`src/rtl/tt_uart_rx.sv`:
```
// rtl/tt_uart_rx.sv - UART receiver with receive FIFO; 8N1 by default, 8E1 when UART_RX_PARITY_EN is defined
module tt_uart_rx #(
  parameter int CLKS_PER_BIT = 434,
  parameter int FIFO_DEPTH   = 4
) (
  input  logic                        clk,
  input  logic                        rst_n,
  input  logic                        rx,
  output logic [7:0]                  rx_data,
  output logic                        rx_valid,
  input  logic                        rx_ready,
  output logic [$clog2(FIFO_DEPTH):0] fifo_level,
  output logic                        frame_err,
  output logic                        overrun,
  input  logic                        overrun_clr
);

  localparam int          AW       = $clog2(FIFO_DEPTH);
  localparam int          LW       = AW + 1;
  localparam logic [15:0] FULL_BIT = 16'(CLKS_PER_BIT);
  localparam logic [15:0] HALF_BIT = 16'(CLKS_PER_BIT / 2);

  typedef enum logic [2:0] {
    IDLE,
    START,
    DATA,
`ifdef UART_RX_PARITY_EN
    PARITY,
`endif
    STOP,
    BREAK
  } state_t;

  logic rx_meta;
  logic rx_s;

  always_ff @(posedge clk or negedge rst_n) begin
    if (!rst_n) begin
      rx_meta <= 1'b1;
      rx_s    <= 1'b1;
    end else begin
      rx_meta <= rx;
      rx_s    <= rx_meta;
    end
  end

  state_t      state, state_next;
  logic [15:0] timer, timer_next;
  logic [2:0]  bit_cnt, bit_cnt_next;
  logic [7:0]  shift, shift_next;
  logic        frame_err_next;
  logic        push;
  logic        tick;
`ifdef UART_RX_PARITY_EN
  logic        bad_par, bad_par_next;
`endif

  // Timer counts down; the sample point is the cycle it reads 1, so reloading
  // FULL_BIT there yields exactly one sample per CLKS_PER_BIT cycles.
  assign tick = (timer == 16'd1);

  always_ff @(posedge clk or negedge rst_n) begin
    if (!rst_n) begin
      state     <= IDLE;
      timer     <= 16'd0;
      bit_cnt   <= 3'd0;
      shift     <= 8'h00;
      frame_err <= 1'b0;
`ifdef UART_RX_PARITY_EN
      bad_par   <= 1'b0;
`endif
    end else begin
      state     <= state_next;
      timer     <= timer_next;
      bit_cnt   <= bit_cnt_next;
      shift     <= shift_next;
      frame_err <= frame_err_next;
`ifdef UART_RX_PARITY_EN
      bad_par   <= bad_par_next;
`endif
    end
  end

  always_comb begin
    state_next     = state;
    timer_next     = (timer != 16'd0) ? timer - 16'd1 : 16'd0;
    bit_cnt_next   = bit_cnt;
    shift_next     = shift;
    frame_err_next = 1'b0;
    push           = 1'b0;
`ifdef UART_RX_PARITY_EN
    bad_par_next   = bad_par;
`endif
    case (state)
      IDLE: begin
        if (!rx_s) begin
          state_next = START;
          timer_next = HALF_BIT;
        end
      end
      START: begin
        if (tick) begin
          if (!rx_s) begin
            state_next   = DATA;
            timer_next   = FULL_BIT;
            bit_cnt_next = 3'd0;
`ifdef UART_RX_PARITY_EN
            bad_par_next = 1'b0;
`endif
          end else begin
            state_next = IDLE;
          end
        end
      end
      DATA: begin
        if (tick) begin
          shift_next   = {rx_s, shift[7:1]};
          timer_next   = FULL_BIT;
          bit_cnt_next = bit_cnt + 3'd1;
          if (bit_cnt == 3'd7) begin
`ifdef UART_RX_PARITY_EN
            state_next = PARITY;
`else
            state_next = STOP;
`endif
          end
        end
      end
`ifdef UART_RX_PARITY_EN
      PARITY: begin
        if (tick) begin
          state_next = STOP;
          timer_next = FULL_BIT;
          if (rx_s != ^shift) begin
            bad_par_next   = 1'b1;
            frame_err_next = 1'b1;
          end
        end
      end
`endif
      STOP: begin
        if (tick) begin
          if (rx_s) begin
            state_next = IDLE;
`ifdef UART_RX_PARITY_EN
            push       = ~bad_par;
`else
            push       = 1'b1;
`endif
          end else begin
            state_next     = BREAK;
            frame_err_next = 1'b1;
          end
        end
      end
      BREAK: begin
        if (rx_s) state_next = IDLE;
      end
      default: state_next = IDLE;
    endcase
  end

  logic [7:0]    mem [FIFO_DEPTH];
  logic [AW-1:0] wr_ptr, rd_ptr;
  logic [LW-1:0] count;
  logic          pop, full, wr_en;

  assign pop   = rx_valid & rx_ready;
  assign full  = (count == LW'(FIFO_DEPTH));
  // A same-cycle pop frees the head slot, so a push into a full FIFO still lands.
  assign wr_en = push & (~full | pop);

  always_ff @(posedge clk or negedge rst_n) begin
    if (!rst_n) begin
      for (int i = 0; i < FIFO_DEPTH; i++) mem[i] <= 8'h00;
      wr_ptr  <= '0;
      rd_ptr  <= '0;
      count   <= '0;
      overrun <= 1'b0;
    end else begin
      if (wr_en) begin
        mem[wr_ptr] <= shift;
        wr_ptr      <= wr_ptr + AW'(1);
      end
      if (pop) rd_ptr <= rd_ptr + AW'(1);
      if (wr_en && !pop)      count <= count + LW'(1);
      else if (!wr_en && pop) count <= count - LW'(1);
      if (push && full && !pop) overrun <= 1'b1;
      else if (overrun_clr)     overrun <= 1'b0;
    end
  end

  assign rx_data    = mem[rd_ptr];
  assign rx_valid   = (count != '0);
  assign fifo_level = count;

endmodule

```
`config.mk`:
```
export PLATFORM = sky130hd
export DESIGN_NAME = tt_uart_rx
export DESIGN_NICKNAME = d
export VERILOG_FILES = /design/src/rtl/tt_uart_rx.sv
export SDC_FILE = /design/constraint.sdc
export NUM_CORES = 1
export LEC_CHECK = 0
export CAP_MARGIN = 20
export CORE_MARGIN = 10
export CORE_UTILIZATION = 60
export DETAILED_ROUTE_END_ITERATION = 8
export PLACE_DENSITY = 0.8
export SYNTH_ARGS = -nofsm -noshare
export SYNTH_HDL_FRONTEND = slang
export SYNTH_SLANG_ARGS = --single-unit
```
`constraint.sdc`:
```
create_clock -name clk -period 5.57 [get_ports clk]
set_input_delay 0.8355 -clock clk [delete_from_list [all_inputs] [get_ports clk]]
set_output_delay 0.8355 -clock clk [all_outputs]
set_load 0.05 [all_outputs]
```
# --- Word level (Yosys, flattened, before mapping) ---
# Index checks and enable logic that the tools add are counted.
op_classes:
  addsub: 6
  n_reduce_logical: 16
  n_lt_le_gt_ge: 3
  eq_ne: 14
  n_mux: 35
  n_bitwise: 6
op_table:
  columns: ["operator", "n"]
  rows:
  - ["$mux W16", 5]
  - ["$pmux W16 S3", 1]
  - ["$mux W3", 12]
  - ["$bwmux W32", 1]
  - ["$mux W8", 3]
  - ["$bmux W8 S2", 1]
  - ["$demux W8 S2", 1]
  - ["$eq A16 B1 Y1 const B", 1]
  - ["$reduce_bool A16 Y1", 1]
  - ["$sub A16 B1 Y16 const B", 1]
  - ["$pmux W3 S5", 1]
  - ["$ne A2 B2 Y1 const B", 7]
  - ["$eq A3 B3 Y1 const B", 3]
  - ["$mux W1", 8]
  - ["$add A3 B1 Y3 const B", 2]
  - ["$eq A3 B2 Y1 const B", 2]
  - ["$ge A3 B3 Y1 const B", 2]
  - ["$not A2 Y3", 2]
  - ["$pmux W3 S2", 1]
  - ["$reduce_and A6 Y1", 1]
  - ["$reduce_bool A2 Y1", 3]
  - ["$logic_and A1 B1 Y1", 5]
  - ["$add A2 B1 Y2 const B", 2]
  - ["$reduce_and A4 Y1", 1]
  - ["other kinds (11)", 13]
totals:
  input_bits: 5
  regBits: 73

# --- Depth between registers and ports, before layout ---
logic_depth:
  word_depth: 8
  depth_mapped: 13
  mapped_depth_nobuf: 12

# --- Worst setup path before layout ---
# No wires, ideal clock.
synth_timing:
  path_kind: "input to register"
  start: "input rx_ready"
  end: "register count[2], in the netlist fifo_level[2]"
  setup_slack_ns: 2.779
  arrival_time_ns: 2.709
  t_required_ns: 5.488
  setup_time_ns: 0.082
  path_stages: 10
  n_path_buf: 0
  cell_sequence: "nor4b_1 > nor3_1 > nand2_1 > inv_1 > ha_1 > inv_1 > fa_1 > xor2_1 > nor2_1 > xor2_1"
synth_via:
  elab_chain_len: 6
  elab_cells_between_ends: 9
  cone_classes: "1 x mux; 3 x bitwise; 5 x reduce/logical"
synth_rtl:
  columns: ["item", "line", "source"]
  rows:
  - ["from (decl)", "11", "input logic rx_ready,"]
  - ["$and A1 B1 Y1 *", "168", "assign pop = rx_valid & rx_ready;"]
  - ["$or A1 B1 Y1 *", "171", "assign wr_en = push & (~full | pop);"]
  - ["$and A1 B1 Y1 *", "171", null]
  - ["via wr_en", "166", "logic pop, full, wr_en;"]
  - ["$logic_not A1 Y1", "187", "else if (!wr_en && pop) count <= count - LW'(1);"]
  - ["$logic_and A1 B1 Y1", "187", null]
  - ["$reduce_bool A2 Y1 (no source line)", null, null]
  - ["to (signal assigned)", "186", "if (wr_en && !pop) count <= count + LW'(1);"]
  - ["to (signal assigned)", "187", null]
  - ["to (decl)", "165", "logic [LW-1:0] count;"]
# The timed path passes the listed nets; every way through them passes the cells marked *.
# A chain may end at the register's enable or synchronous reset.

# --- Worst setup path after layout ---
layout_timing:
  start: "register rd_ptr[0]"
  end: "output rx_data[7]"
layout_via:
  elab_chain_len: 4
layout_rtl:
  columns: ["item", "line", "source"]
  rows:
  - ["from (decl)", "164", "logic [AW-1:0] wr_ptr, rd_ptr;"]
  - ["from (signal assigned)", "185", "if (pop) rd_ptr <= rd_ptr + AW'(1);"]
  - ["$not A2 Y3 (not written as such)", "193", "assign rx_data = mem[rd_ptr];"]
  - ["$bmux W8 S2", "193", null]
  - ["$mux W8 (not written as such) (2 in a row)", "193", null]
  - ["to (decl)", "9", "output logic [7:0] rx_data,"]
# Every way passes these cells. The select of a mux whose other input is x is not followed.

==> flow_summary.json <==
{
  "post-route-drc-count": 0,
  "period_minus_slack_ns": 3.24,
  "startpoint_type": "flip-flop",
  "grt_pass1_vias": 2229,
  "n_antenna_cell": 0,
  "nNetsFinal": 299,
  "p_clk_share_pct": 41.6,
  "final_cell_mix": "dfrtp_1, mux2_2, clkdlybuf4s50_1",
  "finalWirelength_um": 6250,
  "cts_buffer_depth": 2,
  "fillers": 408,
  "syn-cell-area_um2": 3510,
  "finalSetupViolCount": 0,
  "ir_drop_v": 0.000217,
  "ant_nets": 0,
  "yosysSeqAreaShare_pct": 52.0,
  "synth_top_family_by_area": "multiplexers",
  "cts.clk_slew.worst_paths_ns": 0.07,
  "ys_ff_latch": 73,
  "synth_edf_count": 0,
  "cp-end-kind": "output port",
  "ios": 19,
  "grt_usage_pct": 15.2,
  "place_area_um2": 3740,
  "whs_ns": 0.348,
  "grt_max_degree": 63,
  "switching_power_uw": 194,
  "comb_power_share_pct": 1.5,
  "yosys_warnings": 0,
  "holdCritPathClass": "input pin to async pin",
  "wire_per_inst_um": 17.3,
  "arrival_ns": 2.40,
  "antenna_found_initial": 0,
  "clkLatencyLatePin_ns": 0.35,
  "pwr-share-seq_pct": 56.9,
  "cts_resized": 0,
  "drive_gt1_share_pct": 28.4,
  "dieArea_um2": 9320,
  "synth_top_area_share_pct": 50.6,
  "final_util_pct": 69.9,
  "synth_compound_area_share_pct": 5.02,
  "fin_skew_ns": 0.00822,
  "synth_cell_types": 49,
  "crit_type": "flip-flop to output port",
  "cts.sinks": 73,
  "power_density_nw_per_um2": 238,
  "rsz0062_at_grt": "false",
  "vias_per_cell": 5.95,
  "cts_setup_buffers": 0,
  "layout_commonest_cell": "dfrtp_1",
  "hold_buffers": 0,
  "async_reset_ff_share_pct": 100,
  "die_width_um": 96.5,
  "total_leakage_power_uw": 0.00180,
  "initial_core_util_pct": 62.7,
  "grt_overflow": 0,
  "slew_viol_final": 0,
  "cts_tree": "yes",
  "dpl.hpwl_um": 4220,
  "cp_max_fo": 10,
  "drt_iter0_drc": 162,
  "swShare_pct": 20.7,
  "core.rowCount": 27,
  "timing.fmax_mhz": 309,
  "internal_power_uw": 741,
  "synth_cells": 262,
  "coreArea_um2": 5610,
  "status": "complete, no violations",
  "relSlewSlack_pct": 49.1,
  "maxCapViolations": 0,
  "place_ws_ns": 2.06,
  "synth-xor-area-share_pct": 3.99,
  "muxShareOfSynthArea_pct": 19.8,
  "syn_nets": 277,
  "gp_congestion": 0.793,
  "vias": 2148,
  "yosys.area_share.simple_pct": 13.0,
  "final_area_um2": 3920,
  "synth_area_leader_cell": "dfrtp_1",
  "finalSetupTns_ns": 0,
  "hold_viol": 0,
  "yosys-top-cells-area": "dfrtp_1, mux2_2, mux4_2, ha_1, mux2_4",
  "grt_pass1_wl_um": 10900,
  "io_buffer_count": 18,
  "syn2layout_area_growth_pct": 11.5,
  "syn_area_per_cell_um2": 13.4,
  "setup_slack_ns": 2.33,
  "h-tree-depth": 3,
  "required_ns": 4.73,
  "synth_ff_type": "dfrtp_1",
  "fp.dieH_um": 96.5,
  "first_pass_iters": 5,
  "period_share_pct": 58.1,
  "numCtsBuffers": 9,
  "worst_slew_pin_slew_ns": 0.757,
  "yosys.area_share.adder_pct": 3.77,
  "cts_root_buffer": "clkbuf_8"
}
==> stage by stage <==
step,total power [uW],std cells
after floorplan,543,262
after global placement,557,345
after detailed placement,557,345
after CTS,946,361
after global routing,973,361
final,935,361
==> cells in the mapped netlist (all sizes together) (2+ instances only) <==
| cell type | count |
|---|---|
| xnor2 | 7 |
| inv | 9 |
| dfstp | 2 |
| mux2 | 43 |
| or3 | 6 |
| nor4 | 4 |
| a21oi | 9 |
| nor4b | 3 |
| clkbuf | 5 |
| and4 | 2 |
| buf | 3 |
| nand2b | 2 |
| nand4 | 6 |
| nor2b | 2 |
| nand2 | 6 |
| o31ai | 3 |
| xor2 | 9 |
| dfrtp | 71 |
| nor3 | 8 |
| a22o | 2 |
| nor2 | 16 |
| nand3 | 9 |
| ha | 9 |
| mux4 | 8 |
| o21ai | 5 |
==> power groups by stage <==
stage / clock network [uW] / registers, uW / logic [uW]
floorplan: 0 / 542 / 1.12
global placement: 0 / 542 / 14.7
detailed placement: 0 / 542 / 14.9
CTS: 399 / 532 / 14.9
global route: 425 / 532 / 16.6
finish: 389 / 532 / 14.0
==> cell families (layout without fill, tap and decap cells) <==
kind of cell,after synthesis,count (layout)
AO/OA/AOI/OAI,27,27
XOR/XNOR,16,16
adder cells (fa/ha/maj),10,10
buffers and inverters,17,44
flip-flops,73,73
multiplexers,52,52
AND/OR/NAND/NOR,67,67
==> sequential cells by signal (all words and copies together), names as in the netlist <==
signal / count
overrun: 1
bit_cnt: 3
mem: 32
rd_ptr: 2
state: 3
rx_meta: 1
frame_err: 1
timer: 16
wr_ptr: 2
shift: 8
fifo_level: 3
rx_s: 1
==> layout make-up <==
| cell class | count | area [um^2] | area share (%) |
|---|---|---|---|
| inverters | 9 | 33.8 | 0.862 |
| clock buffers | 13 | 139 | 3.54 |
| clock inverters | 3 | 42.5 | 1.09 |
| repair buffers | 19 | 183 | 4.66 |
| multi-input cells | 172 | 1600 | 40.9 |
| flip-flops and latches | 73 | 1830 | 46.7 |
| well taps | 72 | 90.1 | 2.30 |
==> critical path, stage by stage, from the launching register on <==
cell and delay [ns]:
dfrtp_1 0.74, mux4_2 0.59, clkdlybuf4s50_1 0.72
==> per-layer routing <==
| layer | GRT usage, % | vias to the layer above | wire [um] |
|---|---|---|---|
| li1 | - | 1004 | - |
| met1 | 19.5 | 1079 | 2740 |
| met2 | 23.6 | 53 | 3010 |
| met3 | 5.78 | 12 | 405 |
| met4 | 4.48 | 0 | 89 |
| met5 | 0 | - | 0 |
==> path summary, 6_finish.rpt <==
kind / start / to / slack (ns) / depth (start not counted)
worst max register to register: timer[6]$_DFF_PN0_ / fifo_level[2]$_DFFE_PN0P_ / 2.72 / 10
worst max-delay path: rd_ptr[0]$_DFFE_PN0P_ / rx_data[7] / 2.33 / 2
min in group clk: rx_meta$_DFF_PN1_ / rx_s$_DFF_PN1_ / 0.36 / 0
worst min-delay path: rst_n / mem[29]$_DFFE_PN0P_ / 0.35 / 1
worst min register to register: rx_meta$_DFF_PN1_ / rx_s$_DFF_PN1_ / 0.36 / 0
max in group asynchronous: rst_n / mem[10]$_DFFE_PN0P_ / 4.19 / 2
Note: power is estimated with default switching activity, not from simulation.
